$ cat config.mk
export PLATFORM = sky130hd
export DESIGN_NAME = round_fp_pipe
export DESIGN_NICKNAME = d
export VERILOG_FILES = /design/src/rtl/round_fp_pipe.sv
export SDC_FILE = /design/constraint.sdc
export NUM_CORES = 1
export LEC_CHECK = 0
export CORE_MARGIN = 2
export CORE_UTILIZATION = 30
export CTS_BUF_LIST = sky130_fd_sc_hd__clkbuf_16
export DETAILED_ROUTE_END_ITERATION = 10
export HOLD_SLACK_MARGIN = 0.06
export PLACE_DENSITY_LB_ADDON = 0.15
export SYNTH_ARGS = -nofsm -noshare
export SYNTH_HDL_FRONTEND = slang
export SYNTH_SLANG_ARGS = --single-unit
$ cat constraint.sdc
create_clock -name clk -period 2.6 [get_ports clk]
set_input_delay 0.26 -clock clk [delete_from_list [all_inputs] [get_ports clk]]
set_output_delay 0.26 -clock clk [all_outputs]
set_load 0.02 [all_outputs]
$ cat src/rtl/round_fp_pipe.sv
// rtl/round_fp_pipe.sv - two-stage FP round-and-pack with valid/ready, flush and sticky fflags (optional flags: ROUND_FP_FLAGS_EN)
module round_fp_pipe #(
    parameter int EXP_W = 8,
    parameter int MAN_W = 23
) (
    input  logic                     clk,
    input  logic                     reset_n,
    input  logic                     in_valid,
    output logic                     in_ready,
    input  logic                     nan_in,
    input  logic                     nv_in,
    input  logic                     inf1,
    input  logic                     inf2,
    input  logic                     sign1,
    input  logic                     sign2,
    input  logic                     sign_res,
    input  logic [EXP_W+1:0]         exp_norm,
    input  logic [MAN_W-1:0]         mantissa_norm,
    input  logic [2:0]               grs,
    input  logic [2:0]               rm,
    input  logic                     flush,
    output logic                     out_valid,
    input  logic                     out_ready,
    output logic [EXP_W+MAN_W:0]     result,
    output logic [4:0]               fflags,
    output logic [4:0]               fflags_acc,
    input  logic                     fflags_clr
);

    typedef enum logic [2:0] {
        K_NAN  = 3'd0,
        K_INF  = 3'd1,
        K_ZERO = 3'd2,
        K_OVF  = 3'd3,
        K_NORM = 3'd4
    } kind_t;

    localparam logic [EXP_W+1:0] EXP_MAX = {2'b00, {EXP_W{1'b1}}};

    logic s1_valid, s2_valid;
    logic s1_adv, s2_adv;

    assign s2_adv    = !s2_valid | out_ready;
    assign s1_adv    = !s1_valid | s2_adv;
    assign in_ready  = s1_adv & !flush;
    assign out_valid = s2_valid;

    logic             any_grs;
    logic             inc;
    logic             ovf_max;
    logic [MAN_W:0]   man_inc;
    logic [EXP_W+1:0] exp_inc;
    kind_t            c_kind;
    logic             c_sign;
    logic [4:0]       c_flags;

    always_comb begin
        any_grs = |grs;
        case (rm)
            3'b000:  inc = grs[2] & (grs[1] | grs[0] | mantissa_norm[0]);
            3'b010:  inc = sign_res & any_grs;
            3'b011:  inc = !sign_res & any_grs;
            3'b100:  inc = grs[2];
            default: inc = 1'b0;
        endcase

        // Carry out of the fraction leaves it all zeros and bumps the exponent.
        man_inc = {1'b0, mantissa_norm} + {{MAN_W{1'b0}}, inc};
        exp_inc = exp_norm + {{(EXP_W+1){1'b0}}, man_inc[MAN_W]};

        case (rm)
            3'b001:  ovf_max = 1'b1;
            3'b010:  ovf_max = !sign_res;
            3'b011:  ovf_max = sign_res;
            default: ovf_max = 1'b0;
        endcase

        c_kind  = K_NORM;
        c_sign  = sign_res;
        c_flags = {4'b0000, any_grs};
        if (rm > 3'b100) begin
            c_kind  = K_NAN;
            c_flags = 5'b10000;
        end else if (nan_in) begin
            c_kind  = K_NAN;
            c_flags = {nv_in, 4'b0000};
        end else if (inf1 && inf2 && (sign1 != sign2)) begin
            c_kind  = K_NAN;
            c_flags = 5'b10000;
        end else if (inf1 || inf2) begin
            c_kind  = K_INF;
            c_sign  = inf1 ? sign1 : sign2;
            c_flags = 5'b00000;
        end else if (exp_norm == '0) begin
            c_kind  = K_ZERO;
            c_flags = {3'b000, {2{(|mantissa_norm) | any_grs}}};
        end else if (exp_norm >= EXP_MAX || exp_inc == EXP_MAX) begin
            c_kind  = K_OVF;
            c_flags = 5'b00101;
        end
    end

    kind_t            s1_kind;
    logic             s1_sign;
    logic             s1_max;
    logic [EXP_W-1:0] s1_exp;
    logic [MAN_W-1:0] s1_man;

    always_ff @(posedge clk or negedge reset_n) begin
        if (!reset_n) begin
            s1_valid <= 1'b0;
            s1_kind  <= K_ZERO;
            s1_sign  <= 1'b0;
            s1_max   <= 1'b0;
            s1_exp   <= '0;
            s1_man   <= '0;
        end else begin
            if (flush)
                s1_valid <= 1'b0;
            else if (s1_adv)
                s1_valid <= in_valid;
            if (in_ready && in_valid) begin
                s1_kind <= c_kind;
                s1_sign <= c_sign;
                s1_max  <= ovf_max;
                s1_exp  <= exp_inc[EXP_W-1:0];
                s1_man  <= man_inc[MAN_W-1:0];
            end
        end
    end

    logic [EXP_W+MAN_W:0] pack;

    always_comb begin
        case (s1_kind)
            K_NAN:   pack = {1'b0, {EXP_W{1'b1}}, 1'b1, {(MAN_W-1){1'b0}}};
            K_INF:   pack = {s1_sign, {EXP_W{1'b1}}, {MAN_W{1'b0}}};
            K_ZERO:  pack = {s1_sign, {EXP_W{1'b0}}, {MAN_W{1'b0}}};
            K_OVF:   pack = s1_max ? {s1_sign, {(EXP_W-1){1'b1}}, 1'b0, {MAN_W{1'b1}}}
                                   : {s1_sign, {EXP_W{1'b1}}, {MAN_W{1'b0}}};
            default: pack = {s1_sign, s1_exp, s1_man};
        endcase
    end

    logic s2_load;
    assign s2_load = s2_adv & s1_valid & !flush;

    always_ff @(posedge clk or negedge reset_n) begin
        if (!reset_n) begin
            s2_valid <= 1'b0;
            result   <= '0;
        end else begin
            if (flush)
                s2_valid <= 1'b0;
            else if (s2_adv)
                s2_valid <= s1_valid;
            if (s2_load)
                result <= pack;
        end
    end

`ifdef ROUND_FP_FLAGS_EN
    logic [4:0] s1_flags;
    logic [4:0] flags_q;
    logic [4:0] acc_q;
    logic       xfer;

    // A result leaving during a flush cycle is being killed, so it does not count.
    assign xfer       = s2_valid & out_ready & !flush;
    assign fflags     = flags_q;
    assign fflags_acc = acc_q;

    always_ff @(posedge clk or negedge reset_n) begin
        if (!reset_n) begin
            s1_flags <= '0;
            flags_q  <= '0;
            acc_q    <= '0;
        end else begin
            if (in_ready && in_valid)
                s1_flags <= c_flags;
            if (s2_load)
                flags_q <= s1_flags;
            if (fflags_clr)
                acc_q <= xfer ? flags_q : 5'b00000;
            else if (xfer)
                acc_q <= acc_q | flags_q;
        end
    end
`else
    assign fflags     = 5'b00000;
    assign fflags_acc = 5'b00000;
    wire unused_flags = &{1'b0, c_flags, fflags_clr};
`endif

endmodule

==> metrics.txt, run 1 <==
Seq pwr share=39.5%; Synth Area in XOR/XNOR=6.64%; net switching share of the total power=27.5%; Lkg Pwr=2.36 nW; reg-to-reg critical path startpoint=out_valid; count of clock tree sinks=70; sum of internal, switching and leakage power=0.00344 W; max-capacitance violation count=0; synthesized netlist cell count=405; Post-Synth Simple-Gate Area=22.1%; Period minus WS final=2.96 ns; post-synthesis area per instance=9.12 um2; smallest hold slack=0.0399 ns; Starting DRT DRC Count=141; status=complete, but fails checks; ratio of final minimum period to clock period=114%; Floorplan Core Area=0.0120 mm2; Register-to-Register Setup Slack=0.84 ns; routed wire length=9510 um; count of antenna diodes in the layout=0; share of total power in the clock network=37.4%; sum of overflow across all layers after global routing=0; post-detailed-route wirelength per cell=13.7 um; Crit. Startpoint=rm[0]; number of H-tree levels=3; count of distinct cell types in the synthesized netlist=50; number of buffers on the longest clock path=2; clock tree from TritonCTS=yes; violations in the final reports=setup timing; clock latency of the later-clocked register in the worst-skew pair=0.33 ns; die extent in x=115 um; number of detailed-route iterations in the first pass=4; post-route non-filler standard cell count=696; total negative slack for setup checks=-0.956 ns; largest vdd supply drop=0.287 mV; Ys Warns=0; initial antenna violation count=0; RePlAce Congestion=0.801; root buf cell=sky130_fd_sc_hd__clkbuf_16; Total Routing Usage GR=15.2%; final core occ=45.5%; sequential cell area=0.00175 mm2; most frequent cells in the layout=sky130_fd_sc_hd__clkdlybuf4s50_1, sky130_fd_sc_hd__nand2_1, sky130_fd_sc_hd__dfrtp_1, sky130_fd_sc_hd__buf_4, sky130_fd_sc_hd__nor2_1; required time worst endpoint=2.81 ns; vias=3,258; post-synthesis instance area=0.00369 mm2; estimated wirelength of the detail-placed design=6550 um; most common cell after layout, fill and taps aside=sky130_fd_sc_hd__clkdlybuf4s50_1; Comb power frac=23.1%; area share of fa/ha/maj cells after synthesis=1.36%; CP Capture Type=flop; effective utilization at floorplan=30.7%; top achievable clock speed=0.338 GHz; most frequently used flop master after synthesis=sky130_fd_sc_hd__dfrtp_1; post-synthesis async set-or-reset flop share=100%; number of placement rows=40; fraction of the mapped netlist area in compound gates=15.4%; Reg2Reg Depth=5; DIE AREA=0.0132 mm2; critical path class=in2reg; fraction of final layout cells sized beyond drive strength 1=21.5%; Die Ht=115 um; pin count of the biggest net entering global routing=71; total power per unit cell area=629 mW/mm2; actual slew at the worst max-slew pin=0.902 ns; RSZ-0062 raised after global routing=true; CTS Buf Count=9; Final setup violation count=4; Area growth syn-to-layout=47.9%; Boundary Pins=96; area of the multi-input gates=0.00183 mm2; CTS clock-pin slew for the worst setup and hold paths=0.06 ns; sequential cell area fraction in the yosys report=47.5%; sw power=0.000943 W; number of hold buffers added after cts=0; Max FO, Critical Path=4; data arrival at the endpoint of the critical path=3.17 ns; Worst slew margin=39.9%; multiplexer share of the synthesized area=1.80%; via count of the first global-routing pass=3,252; final number of max-transition violations=0; instance count after placement with tap cells included=659; main combinational cell family by area after synthesis=simple AND/OR/NAND/NOR gates; number of enable-type register cells in the synthesized netlist=0; endpoint of the worst-slack reg-to-reg timing path=result[5]; final setup margin=-0.358 ns; internal power component=0.00249 W; Buffers on Ports=83; hold violation total from the final report=0; clock skew=0.00742 ns; antenna viol nets, final=0; hold crit path type=in2async; global-route wire length before repair=15,700 um; Via-to-Cell Ratio=4.68; Setup crit start kind=input port; final-layout fill cell count=1,199; Seq cells post-synth=70; post-detailed-route DRC marker count=0; nets@finish=600
[cells by family (layout without fill, tap and decap cells)]
group / Yosys count / count (layout)
flip-flops: 70 / 70
XOR/XNOR: 28 / 28
buffers and inverters: 37 / 172
multiplexers: 6 / 6
adder cells (fa/ha/maj): 4 / 4
other: 1 / 10
AND/OR/NAND/NOR: 167 / 167
AO/OA/AOI/OAI: 92 / 92
[sequential cells by signal (all words and copies together) (netlist names)]
register	cells
s1_exp	8
out_valid	1
s1_man	23
s1_kind	3
s1_valid	1
result	32
s1_max	1
s1_sign	1
[critical path, stage by stage]
cell                       delay (ns)
sky130_fd_sc_hd__buf_6           0.10
sky130_fd_sc_hd__xor2_2          0.15
sky130_fd_sc_hd__nand2_2         0.09
sky130_fd_sc_hd__nand2b_4        0.08
sky130_fd_sc_hd__o21ai_2         0.06
sky130_fd_sc_hd__a21oi_2         0.14
sky130_fd_sc_hd__ha_2            0.19
sky130_fd_sc_hd__nand4_1         0.16
sky130_fd_sc_hd__nor4_4          0.21
sky130_fd_sc_hd__nand4_1         0.18
sky130_fd_sc_hd__nor2_2          0.16
sky130_fd_sc_hd__ha_2            0.23
sky130_fd_sc_hd__nand2_2         0.07
sky130_fd_sc_hd__or3_4           0.40
sky130_fd_sc_hd__a221oi_4        0.34
sky130_fd_sc_hd__o21ai_2         0.09
sky130_fd_sc_hd__a32o_1          0.25
[stage by stage]
stage                     setup WS, ns  area [um2]
after global routing            -0.528        5460
after CTS                       -0.453        5450
final                           -0.358        5460
after global placement          -0.994        4940
after detailed placement         -1.17        4940
after floorplan                 -0.441        3730
[layout make-up]
class,instances,share of cell area [%]
Multi-Input combinational cell,307,33.5
Sequential cell,70,32.1
Tap cell,147,3.37
Inverter,5,0.344
Clock inverter,7,1.65
Timing Repair Buffer,151,24.9
Clock buffer,9,4.12
[worst max path at each step]
| stage | endpoint | slack [ns] | depth (start not counted) |
|---|---|---|---|
| floorplan | s1_kind[2] | -0.44 | 16 |
| finish | s1_kind[2] | -0.36 | 17 |
| CTS | s1_kind[2] | -0.45 | 17 |
| detailed placement | s1_kind[2] | -1.17 | 17 |
| global placement | s1_kind[2] | -0.99 | 17 |
| global route | s1_kind[2] | -0.53 | 17 |
[synth_stat cells, drive strengths merged, types with 2 or more instances]
library cell / number / area share (%)
a32o: 2 / 0.54
nand3: 12 / 1.6
nor4: 5 / 1.7
and4: 2 / 0.54
xnor2: 7 / 1.7
and2: 3 / 0.51
nand2: 72 / 7.4
and3: 3 / 0.54
nor2b: 12 / 2.0
dfrtp: 69 / 47
o21ai: 35 / 4.8
nand2b: 2 / 0.34
nor2: 36 / 3.7
o31ai: 9 / 1.8
nand4: 10 / 1.7
or2: 2 / 0.34
xor2: 21 / 5.0
a21o: 3 / 0.61
a21oi: 33 / 4.5
inv: 5 / 0.51
clkbuf: 13 / 1.3
nand3b: 3 / 0.61
buf: 19 / 3.3
mux2: 5 / 1.5
ha: 4 / 1.4
[power groups by stage]
stage	Clock (W)	Sequential, W	Combinational [W]
2_1_floorplan	0	0.00147	0.000255
5_1_grt	0.00138	0.00138	0.000868
4_1_cts	0.00132	0.00136	0.000804
3_5_place_dp	0	0.00138	0.000766
3_3_place_gp	0	0.00137	0.000758
6_report	0.00129	0.00136	0.000793
[layer usage]
metal / track usage, % / wire length, um / vias to the layer above
li1: - / - / 1654
met1: 19.4 / 4400 / 1512
met2: 25.3 / 4570 / 76
met3: 3.37 / 348 / 16
met4: 6.02 / 195 / 0
met5: 0 / 0 / -
[repair_timing]
item	in CTS	in global routing
resized for setup	20	9
setup endpoints to repair	11	11
setup buffers	23	4
pin swaps	13	12
cloned	0	0
(Power assumes the default switching activity.)
==> run 2, diff against run 1 <==
--- a/config.mk
+++ b/config.mk
@@ -9,6 +9,7 @@
 export CORE_UTILIZATION = 30
 export CTS_BUF_LIST = sky130_fd_sc_hd__clkbuf_16
 export DETAILED_ROUTE_END_ITERATION = 10
+export DONT_BUFFER_PORTS = 1
 export HOLD_SLACK_MARGIN = 0.06
 export PLACE_DENSITY_LB_ADDON = 0.15
 export SYNTH_ARGS = -nofsm -noshare
==> metrics.txt, run 2 (synthesis results as in run 1) <==
hold crit path type=in2reg (was in2async); Boundary Pins=96 (unchanged); clock latency of the later-clocked register in the worst-skew pair=0.33 ns (about the same); max FFs per register=32 (unchanged); number of placement rows=40 (unchanged); via count of the first global-routing pass=2,869 (was 3,252); number of buffers on the longest clock path=2 (unchanged); fraction of final layout cells sized beyond drive strength 1=15.8% (was 21.5%); Total Routing Usage GR=14.4% (was 15.2%); count of clock tree sinks=70 (unchanged); final setup margin=-0.135 ns (was -0.358 ns); startpoint of the lowest-slack hold path=inf1; Max FO, Critical Path=3 (was 4); total power per unit cell area=707 mW/mm2 (was 629 mW/mm2); Register-to-Register Setup Slack=0.49 ns (was 0.84 ns); Seq pwr share=49.0% (was 39.5%); Period minus WS final=2.74 ns (was 2.96 ns); Critical path buffers and inverters=0 (was 1); worst hold endpoint=s1_kind[0]; critical-path cell list=xor2_1 -> nand2_1 -> nand2b_1 -> o21ai_2 -> a21oi_2 -> ha_2 -> nand4_1 -> nor4_4 -> nand4_1 -> nor2_2 -> ha_2 -> nand2_2 -> or3_4 -> a221oi_4 -> o21ai_2 -> a32o_1 (was buf_6 -> xor2_2 -> nand2_2 -> nand2b_4 -> o21ai_2 -> a21oi_2 -> ha_2 -> nand4_1 -> nor4_4 -> nand4_1 -> nor2_2 -> ha_2 -> nand2_2 -> or3_4 -> a221oi_4 -> o21ai_2 -> a32o_1); number of detailed-route iterations in the first pass=4 (unchanged); most frequent cells in the layout=sky130_fd_sc_hd__nand2_1, sky130_fd_sc_hd__dfrtp_1, sky130_fd_sc_hd__nor2_1, sky130_fd_sc_hd__a21oi_1, sky130_fd_sc_hd__o21ai_0 (was sky130_fd_sc_hd__clkdlybuf4s50_1, sky130_fd_sc_hd__nand2_1, sky130_fd_sc_hd__dfrtp_1, sky130_fd_sc_hd__buf_4, sky130_fd_sc_hd__nor2_1); Starting DRT DRC Count=116 (was 141); maximum single-stage delay on the critical path=0.39 ns (was 0.40 ns); wire length on met2=4160 um (was 4570 um); routed wire length=9000 um (was 9510 um); Final setup violation count=2 (was 4); total negative slack for setup checks=-0.183 ns (was -0.956 ns); largest register by flop count=result (unchanged); required time worst endpoint=2.82 ns (was 2.81 ns); Area growth syn-to-layout=16.4% (was 47.9%); kind of cell adding the most delay to the critical path=simple AND/OR/NAND/NOR gates (unchanged); top achievable clock speed=0.366 GHz (was 0.338 GHz); biggest registers after layout=result: 32 flops, s1_man: 23 flops, s1_exp: 8 flops (unchanged); status=complete, but fails checks (unchanged); number of cells on the worst hold path=2; RSZ-0062 raised after global routing=true (unchanged); largest vdd supply drop=0.280 mV (was 0.287 mV); clock tree from TritonCTS=yes (unchanged); CP Capture Type=flop (unchanged); post-detailed-route wirelength per cell=15.7 um (was 13.7 um); share of total power in the clock network=40.3% (was 37.4%); met1 routed wirelength after detailed routing=4050 um (was 4400 um); estimated wirelength of the detail-placed design=6270 um (was 6550 um); sw power=0.000897 W (was 0.000943 W); pin count of the biggest net entering global routing=71 (unchanged); reg-to-reg critical path startpoint=out_valid (unchanged); net switching share of the total power=29.5% (was 27.5%); number of H-tree levels=3 (unchanged); smallest hold slack=0.110 ns (was 0.0399 ns); ratio of final minimum period to clock period=105% (was 114%); Floorplan Core Area=0.0120 mm2 (unchanged); Die Ht=115 um (unchanged); Lkg Pwr=1.78 nW (was 2.36 nW); clock skew=0.00624 ns (was 0.00742 ns); DIE AREA=0.0132 mm2 (unchanged); vias=2,795 (was 3,258); max-capacitance violation count=0 (unchanged); slowest library cell on the worst path=sky130_fd_sc_hd__or3_4 (unchanged); met3 routed wirelength=610 um (was 348 um); root buf cell=sky130_fd_sc_hd__clkbuf_16 (unchanged); hold violation total from the final report=0 (unchanged); Buffers on Ports=0 (was 83); final number of max-transition violations=0 (unchanged); violations in the final reports=setup timing (unchanged); global-route wire length before repair=14,700 um (was 15,700 um); CTS clock-pin slew for the worst setup and hold paths=0.06 ns (about the same); post-detailed-placement cell area=0.00389 mm2 (was 0.00494 mm2); Setup crit start kind=input port (unchanged); count of antenna diodes in the layout=0 (unchanged); CTS Buf Count=9 (unchanged); endpoint of the worst-slack reg-to-reg timing path=result[16] (was result[5]); data arrival at the endpoint of the critical path=2.95 ns (was 3.17 ns); setup slack at placement=-0.571 ns (was -1.17 ns); initial antenna violation count=0 (unchanged); antenna viol nets, final=0 (unchanged); final-layout fill cell count=1,253 (was 1,199); Via-to-Cell Ratio=4.89 (was 4.68); effective utilization at floorplan=30.7% (unchanged); die extent in x=115 um (unchanged); internal power component=0.00215 W (was 0.00249 W); sum of overflow across all layers after global routing=0 (unchanged); Comb power frac=10.7% (was 23.1%); critical path class=in2reg (unchanged); post-detailed-route DRC marker count=0 (unchanged); nets@finish=476 (was 600); Reg2Reg Depth=5 (unchanged); RePlAce Congestion=0.777 (was 0.801); uppermost layer routed=met4 (unchanged); most common cell after layout, fill and taps aside=sky130_fd_sc_hd__nand2_1 (was sky130_fd_sc_hd__clkdlybuf4s50_1); finished layout cell area=0.00430 mm2 (was 0.00546 mm2)
## run 2: through the flow
step | util [%] | total power (W) | instances
after floorplan | - | 0.00173 | 414
after global placement | 32.4 | 0.00180 | 548
after detailed placement | 32.4 | 0.00181 | 548
after CTS | 35.5 | 0.00309 | 569
after global routing | 35.8 | 0.00322 | 572
final | 35.8 | 0.00304 | 572
## run 2: what timing repair did
action / 4_1_cts / 5_1_grt
buffers inserted: 1 / 3
hold endpoints to repair: 72 / 0
resized for setup: 3 / 4
hold buffers: 4 / 0
endpoints found under the setup margin: 3 / 8
pin swaps: 1 / 2
## run 2: worst max path at each step
stage / from / to / cells past startpoint
6_report: sign_res / s1_kind[2] / 16
5_1_grt: rm[0] / s1_kind[2] / 16
4_1_cts: sign_res / s1_kind[2] / 16
3_5_place_dp: sign_res / s1_kind[2] / 16
3_3_place_gp: sign_res / s1_kind[2] / 16
2_1_floorplan: sign_res / s1_kind[2] / 16
## run 2: final cells by class
class	count	area, um2	area share (%)
clock buffer	9	225	5.24
clock inverter	7	72.6	1.69
tap	147	184	4.28
inverter	5	18.8	0.436
timing repair buffer	27	230	5.35
multi-input combinational	307	1820	42.2
sequential	70	1750	40.8
## run 2: power by group through the flow
stage          sequential [W]  combinational (W)  clock (W)
3_3_place_gp          0.00151           0.000288          0
2_1_floorplan         0.00147           0.000255          0
4_1_cts               0.00150           0.000331    0.00127
3_5_place_dp          0.00152           0.000294          0
6_report              0.00149           0.000326    0.00123
5_1_grt               0.00152           0.000382    0.00132
## run 2: per-layer routing
layer	vias up	GRT usage [%]
met4	0	5.62
met2	82	22.5
met5	-	0
met3	13	4.80
met1	1296	18.6
li1	1404	-
==> run 3, diff against run 2 <==
--- a/config.mk
+++ b/config.mk
@@ -5,6 +5,7 @@
 export SDC_FILE = /design/constraint.sdc
 export NUM_CORES = 1
 export LEC_CHECK = 0
+export ABC_CLOCK_PERIOD_IN_PS = 2600
 export CORE_MARGIN = 2
 export CORE_UTILIZATION = 30
 export CTS_BUF_LIST = sky130_fd_sc_hd__clkbuf_16
@@ -12,6 +13,7 @@
 export DONT_BUFFER_PORTS = 1
 export HOLD_SLACK_MARGIN = 0.06
 export PLACE_DENSITY_LB_ADDON = 0.15
+export SLEW_MARGIN = 20
 export SYNTH_ARGS = -nofsm -noshare
 export SYNTH_HDL_FRONTEND = slang
 export SYNTH_SLANG_ARGS = --single-unit
==> results of run 3 <==
Final layout, timing and power as in run 2 (identical DEF).
